**src/rtl/ibex_mem_arbiter.sv**
```systemverilog
// Two-host to one-port arbiter for the Ibex req/gnt/rvalid protocol.
// An in-order ID FIFO routes every response back to the host that issued the request.
module ibex_mem_arbiter #(
  parameter int unsigned MaxOutstanding = 2,
  parameter bit          FixedPrio      = 1'b0
) (
  input  logic        clk_i,
  input  logic        rst_i,
  input  logic        h0_req_i,
  output logic        h0_gnt_o,
  input  logic [31:0] h0_addr_i,
  output logic        h0_rvalid_o,
  output logic [31:0] h0_rdata_o,
  output logic        h0_err_o,
  input  logic        h1_req_i,
  output logic        h1_gnt_o,
  input  logic [31:0] h1_addr_i,
  input  logic        h1_we_i,
  input  logic [3:0]  h1_be_i,
  input  logic [31:0] h1_wdata_i,
  output logic        h1_rvalid_o,
  output logic [31:0] h1_rdata_o,
  output logic        h1_err_o,
  output logic        m_req_o,
  input  logic        m_gnt_i,
  output logic [31:0] m_addr_o,
  output logic        m_we_o,
  output logic [3:0]  m_be_o,
  output logic [31:0] m_wdata_o,
  input  logic        m_rvalid_i,
  input  logic [31:0] m_rdata_i,
  input  logic        m_err_i,
  output logic        unexp_rsp_o
);

  localparam int unsigned PtrW = (MaxOutstanding > 1) ? $clog2(MaxOutstanding) : 1;
  localparam int unsigned CntW = $clog2(MaxOutstanding + 1);
  localparam logic [CntW-1:0] CntMax  = CntW'(MaxOutstanding);
  localparam logic [PtrW-1:0] PtrLast = PtrW'(MaxOutstanding - 1);

  logic [MaxOutstanding-1:0] id_q, id_d;
  logic [PtrW-1:0]           wptr_q, wptr_d, rptr_q, rptr_d;
  logic [CntW-1:0]           cnt_q, cnt_d;
  logic                      lock_q, lock_d, lock_sel_q, lock_sel_d;
  logic                      last_q, last_d, unexp_q, unexp_d;
  logic                      sel, req_sel, m_req, push, pop, head;

  // Host selection; a registered lock keeps an ungranted request stable.
  always_comb begin
    sel = 1'b0;
    if (lock_q) begin
      sel = lock_sel_q;
    end else if (h0_req_i && h1_req_i) begin
      sel = FixedPrio ? 1'b1 : ~last_q;
    end else if (h1_req_i) begin
      sel = 1'b1;
    end else begin
      sel = 1'b0;
    end
    req_sel = sel ? h1_req_i : h0_req_i;
    m_req   = req_sel & (cnt_q < CntMax) & ~rst_i;
  end

  assign push = m_req & m_gnt_i;
  assign pop  = m_rvalid_i & (cnt_q != '0) & ~rst_i;
  assign head = id_q[rptr_q];

  assign m_req_o   = m_req;
  assign m_addr_o  = sel ? h1_addr_i : h0_addr_i;
  assign m_we_o    = sel & h1_we_i;
  assign m_be_o    = sel ? h1_be_i : 4'hF;
  assign m_wdata_o = sel ? h1_wdata_i : 32'h0000_0000;

  assign h0_gnt_o    = push & ~sel;
  assign h1_gnt_o    = push & sel;
  assign h0_rvalid_o = pop & ~head;
  assign h1_rvalid_o = pop & head;
  assign h0_err_o    = m_err_i & h0_rvalid_o;
  assign h1_err_o    = m_err_i & h1_rvalid_o;
  assign h0_rdata_o  = m_rdata_i;
  assign h1_rdata_o  = m_rdata_i;
  assign unexp_rsp_o = unexp_q;

  // ID FIFO, last-winner, lock and sticky unexpected-response bookkeeping.
  always_comb begin
    id_d       = id_q;
    wptr_d     = wptr_q;
    rptr_d     = rptr_q;
    cnt_d      = cnt_q;
    last_d     = last_q;
    unexp_d    = unexp_q;
    lock_d     = m_req & ~m_gnt_i;
    lock_sel_d = sel;
    if (push) begin
      id_d[wptr_q] = sel;
      wptr_d       = (wptr_q == PtrLast) ? '0 : wptr_q + PtrW'(1);
      last_d       = sel;
    end else begin
      wptr_d = wptr_q;
    end
    if (pop) begin
      rptr_d = (rptr_q == PtrLast) ? '0 : rptr_q + PtrW'(1);
    end else begin
      rptr_d = rptr_q;
    end
    if (push && !pop) begin
      cnt_d = cnt_q + CntW'(1);
    end else if (pop && !push) begin
      cnt_d = cnt_q - CntW'(1);
    end else begin
      cnt_d = cnt_q;
    end
    if (m_rvalid_i && (cnt_q == '0)) begin
      unexp_d = 1'b1;
    end else begin
      unexp_d = unexp_q;
    end
  end

  // State registers; last-winner resets to host 1 so host 0 wins the first tie.
  always_ff @(posedge clk_i or posedge rst_i) begin
    if (rst_i) begin
      id_q       <= '0;
      wptr_q     <= '0;
      rptr_q     <= '0;
      cnt_q      <= '0;
      lock_q     <= 1'b0;
      lock_sel_q <= 1'b0;
      last_q     <= 1'b1;
      unexp_q    <= 1'b0;
    end else begin
      id_q       <= id_d;
      wptr_q     <= wptr_d;
      rptr_q     <= rptr_d;
      cnt_q      <= cnt_d;
      lock_q     <= lock_d;
      lock_sel_q <= lock_sel_d;
      last_q     <= last_d;
      unexp_q    <= unexp_d;
    end
  end

endmodule

```
**config.mk**
```make
export PLATFORM = sky130hd
export DESIGN_NAME = ibex_mem_arbiter
export DESIGN_NICKNAME = d
export VERILOG_FILES = /design/src/rtl/ibex_mem_arbiter.sv
export SDC_FILE = /design/constraint.sdc
export NUM_CORES = 1
export LEC_CHECK = 0
export CORE_AREA = 2 2 108 110
export DETAILED_ROUTE_END_ITERATION = 12
export DIE_AREA = 0 0 110 112
export GPL_TIMING_DRIVEN = 0
export SYNTH_ARGS = -nofsm -noshare
export SYNTH_HDL_FRONTEND = slang
export SYNTH_SLANG_ARGS = --single-unit
export TNS_END_PERCENT = 5
```
**constraint.sdc**
```tcl
create_clock -name clk_i -period 1.9 [get_ports clk_i]
set_input_delay 0.38 -clock clk_i [delete_from_list [all_inputs] [get_ports clk_i]]
set_output_delay 0.38 -clock clk_i [all_outputs]
set_load 0.05 [all_outputs]
```
# Yosys cells after proc, flatten, opt, wreduce, memory -nomap -nowiden

Index checks and enable logic that the tools add are counted.
W data, S select, Z words.

Add/sub/neg operators: 4
Bitwise operators: 18
Reductions and logical operators: 10
Muxes and demuxes: 16
Order comparisons: 4

Operators with widths:

| kind                  | number |
|---|---|
| $mux W32              | 2 |
| $and A1 B1 Y1         | 13 |
| $mux W1               | 9 |
| $logic_and A1 B1 Y1   | 5 |
| $not A1 Y1            | 5 |
| $lt A1 B2 Y1 const B  | 2 |
| $mux W2               | 2 |
| $mux W4               | 1 |
| $reduce_bool A2 Y1    | 2 |
| $add A1 B1 Y1 const B | 2 |
| $add A2 B1 Y2 const B | 1 |
| $bwmux W2             | 1 |
| $logic_not A1 Y1      | 2 |
| $logic_not A2 Y1      | 1 |
| $lt A2 B2 Y1 const B  | 1 |
| $sub A2 B1 Y2 const B | 1 |
| $demux W1 S1          | 1 |
| $ge A1 B1 Y1 const B  | 1 |

Output and inout bits: 141
Input port bits: 140
Register bits after elaboration: 10

# Longest topological paths before layout

Depth after elaboration: 11
Gate-level depth with buffers: 7
Depth with buffers taken out: 7

# Worst setup path after synthesis

Ideal clock, no wire load.

Path type: register to output
From: reg lock_sel_q
To: out m_req_o
Cell stages (with the launch flop): 4
Slack: -644 ps
Arrival: 2,164 ps
Data required time: 1,520 ps
Cell sequence: dfrtp_1 -> nand2_1 -> a21oi_2 -> nor4_1

Word-level cells in the longest chain between the ends: 4

Ends and longest elaborated chain:

| what                        | RTL line | RTL |
|---|---|---|
| from (decl)                 | 44       | `logic lock_q, lock_d, lock_sel_q, lock_sel_d;` |
| from (signal assigned)      | 137      | `lock_sel_q <= lock_sel_d;` |
| $mux W1                     | 51       | `if (lock_q) begin` |
| $mux W1                     | 60       | `req_sel = sel ? h1_req_i : h0_req_i;` |
| $and A1 B1 Y1 (2 in series) | 61       | `m_req = req_sel & (cnt_q < CntMax) & ~rst_i;` |
| to (decl)                   | 24       | `output logic m_req_o,` |

No other way between the ends.

# Worst setup path after layout

From: reg last_q
To: out m_addr_o[11]

Word-level cells in the longest chain between the ends: 4

Ends and longest elaborated chain:

| what                   | RTL line | RTL |
|---|---|---|
| from (decl)            | 45       | `logic last_q, last_d, unexp_q, unexp_d;` |
| from (signal assigned) | 138      | `last_q <= last_d;` |
| $not A1 Y1             | 54       | `sel = FixedPrio ? 1'b1 : ~last_q;` |
| $mux W1                | 53       | `end else if (h0_req_i && h1_req_i) begin` |
| $mux W1                | 51       |  |
| $mux W32               | 69       | `assign m_addr_o = sel ? h1_addr_i : h0_addr_i;` |
| to (decl)              | 26       | `output logic [31:0] m_addr_o,` |

No other way between the ends.

==> results.yml <==
global_route:
  use_met1_pct: 13.0
  grt_overflow: 0
  met3_usage_pct: 3.63
  top_usage_layer: "met2"
  grt_max_degree: 12
  grt_pass1_vias: 2331
  antenna_found_initial: 0
  grt_util_all_layers_pct: 12.3
  globalRouteMet2Util_pct: 23.9
  grt_pass1_wl_um: 11800
timing:
  period_minus_slack_ns: 2.17
  fin_worst_skew_ns: 0.00173
  max_freq_ghz: 0.460
  slew_viol_final: 0
  rsz0062_at_grt: "yes"
  finalHoldViolations: 0
  setup_slack_ns: -0.272
  setup_tns_ns: -12.85
  setup_viol: 70
  tightestPinTransition_ns: 0.519
  timing.final.crit_share_pct: 114
  hold_ws_ns: 0.434
  slew_headroom_pct: 65.3
finish:
  seqCellArea_um2: 254
  nFillCells: 1081
  drive_gt1_share_pct: 47.9
  areaGrowthSynthToFinish_pct: 187
  multi_input_area_um2: 981
  antenna_cells: 0
  nNetsFinal: 595
yosys:
  synth-edff-count: 0
  yosysMostFrequentCell: "buf_4"
  async_flop_share_pct: 100
  syn_area_um2: 1690
  yosysTopAreaCell: "buf_4"
  syn-num-nets: 331
  yosys-top-cells-count: "buf_4, and2_1, mux2_2"
  yosysWarnings: 0
  netlist_instances: 190
  synthFlopType: "dfrtp_1"
  netlist.area_leader.share_pct: 28.4
  synthTopCellsByArea: "buf_4, mux2_2, dfrtp_1, and2_1, buf_6"
  ys_seq_area_share_pct: 14.8
  ys_ff_latch: 10
  syn_avg_cell_area_um2: 8.92
  ys_types: 33
worst_setup_path:
  critPathBufInv: 3
  crit_chain: "a211oi_2 > a21oi_4 > buf_6 > clkbuf_16 > mux2_4 > buf_8"
  worstPathMaxFanout: 5
  worstSetupPathType: "flip-flop to output pin"
  cp-startpoint: "last_q"
  slowest_stage: "dfstp_2"
  r2r_cells: 9
  end_kind: "output pin"
  critPathLaunchType: "flip-flop"
  worstPathArrival_ns: 1.79
  worstPathRequired_ns: 1.52
  ff2ff_setup_slack_ns: 0.01
  critPathCapture: "m_addr_o[11]"
  worstReg2RegEnd: "cnt_q[1]"
  worstReg2RegStart: "lock_sel_q"
  cp.depth: 6
  path_delay_family: "flip-flops"
  max_stage_delay_ns: 0.53
clock_tree:
  cts_tree: "built"
  cts-buffers-inserted: 3
  cts_buffer_depth: 2
  path_clk_slew_ns: 0.04
  clkSinkCount: 10
  htree_levels: 1
  cts_root_buf: "clkbuf_16"
  insertion_delay_ns: 0.24
die:
  core_um2: 11200
  die_area_um2: 12300
  rows: 39
  initial_core_util_pct: 15.2
  ios: 281
  die_width_um: 110
  chipHeight_um: 112
placement:
  post-place-ws_ns: -1.24
  place_hpwl_um: 7310
  portBuffers: 248
  place_congestion: 0.749
min_path:
  hp-class: "input pin to async pin"
route:
  drt_iter0_drc: 42
  firstDrtPassIters: 4
  wirelength_um: 8500
  final_antenna_net_count: 0
  drc: 0
  vias_per_cell: 3.67
  wl_per_cell_um: 14.3
  vias: 2189
flow_run:
  drv_cap: 0
outcome:
  status: "finished with violations"
  failed_checks: "setup timing"
power:
  p_per_area_nw_per_um2: 845
  ir_worst_vdd_mv: 0.507
  p_leak_nw: 2.18
worst reg2reg max path, stage by stage, from the launching register on:
cell     delay (ns)
dfrtp_1        0.42
nand2_1        0.09
a21oi_2        0.34
nor4_4         0.09
buf_4          0.15
buf_4          0.14
ha_1           0.18
xor2_1         0.14
nor2_1         0.11
xor2_1         0.14
sequential cells by signal (all words and copies together) (netlist names):
register	count
id_q	2
lock_q	1
last_q	1
unexp_rsp_o	1
wptr_q	1
cnt_q	2
lock_sel_q	1
rptr_q	1
worst min-delay path by stage:
stage                     slack, ns          end   startpoint  cells past startpoint
after floorplan                0.24     cnt_q[0]        rst_i                      1
after global placement         0.45  unexp_rsp_o  unexp_rsp_o                      1
after detailed placement       0.45  unexp_rsp_o  unexp_rsp_o                      1
after CTS                      0.45     cnt_q[0]        rst_i                      3
after global routing           0.48  unexp_rsp_o  unexp_rsp_o                      1
final                          0.43      id_q[0]        rst_i                      3
through the flow:
stage               power [mW]  utilization (%)  area, um2  cells
floorplan                 2.27                -       1700    190
global placement          3.25             39.0       4360    581
detailed placement        3.27             39.0       4360    581
CTS                       4.03             42.4       4730    595
global route              4.29             43.6       4870    596
finish                    4.12             43.6       4870    596
report_power, final:
group,switching (mW),internal [mW]
combinational,1.80,1.49
sequential,0.0974,0.308
clock,0.102,0.317
total,2.00,2.12
routing by layer:
metal / wire length (um) / share of wire, %
met5: 0 / 0
met4: 53 / 0.62
met3: 847 / 10
met2: 4530 / 53
met1: 3080 / 36
cell type report:
type | instances | share of cell area [%]
timing repair buffer | 260 | 57.1
clock buffer | 4 | 1.82
sequential | 10 | 5.22
tap | 143 | 3.67
buffer | 70 | 11.5
inverter | 4 | 0.540
multi-input combinational | 105 | 20.1
cells by family after synthesis:
kind of cell	count (synthesis)	share of synthesized area [%]
AND/OR/NAND/NOR	55	20.5
multiplexers	34	23.0
AO/OA/AOI/OAI	10	5.61
adder cells (fa/ha/maj)	1	0.738
XOR/XNOR	5	2.59
flip-flops	10	14.8
buffers and inverters	75	32.6
layout by cell type (no fill, tap or decap), types with 2 or more instances in the layout:
cell / Yosys / routed
and2_1: 35 / 28
and2_4: 0 / 7
buf_4: 64 / 75
buf_6: 4 / 49
buf_8: 0 / 26
clkbuf_16: 0 / 4
clkbuf_4: 0 / 2
clkbuf_8: 0 / 4
clkdlybuf4s15_1: 0 / 2
clkdlybuf4s50_1: 0 / 168
dfrtp_1: 9 / 7
dfrtp_2: 0 / 2
inv_1: 3 / 2
mux2_1: 2 / 2
mux2_2: 30 / 14
mux2_4: 2 / 18
nand2_1: 3 / 3
nand2b_1: 5 / 4
nor2_1: 6 / 6
xnor2_1: 2 / 2
xor2_1: 3 / 3
repair_timing:
action,in CTS,in global routing
gates resized for setup,565,40
gates cloned,2,1
setup endpoints to repair,79,77
hold buffers,0,0
setup buffers,9,0
pin swaps,2,0
No activity file was read; power rests on OpenSTA's default activity.
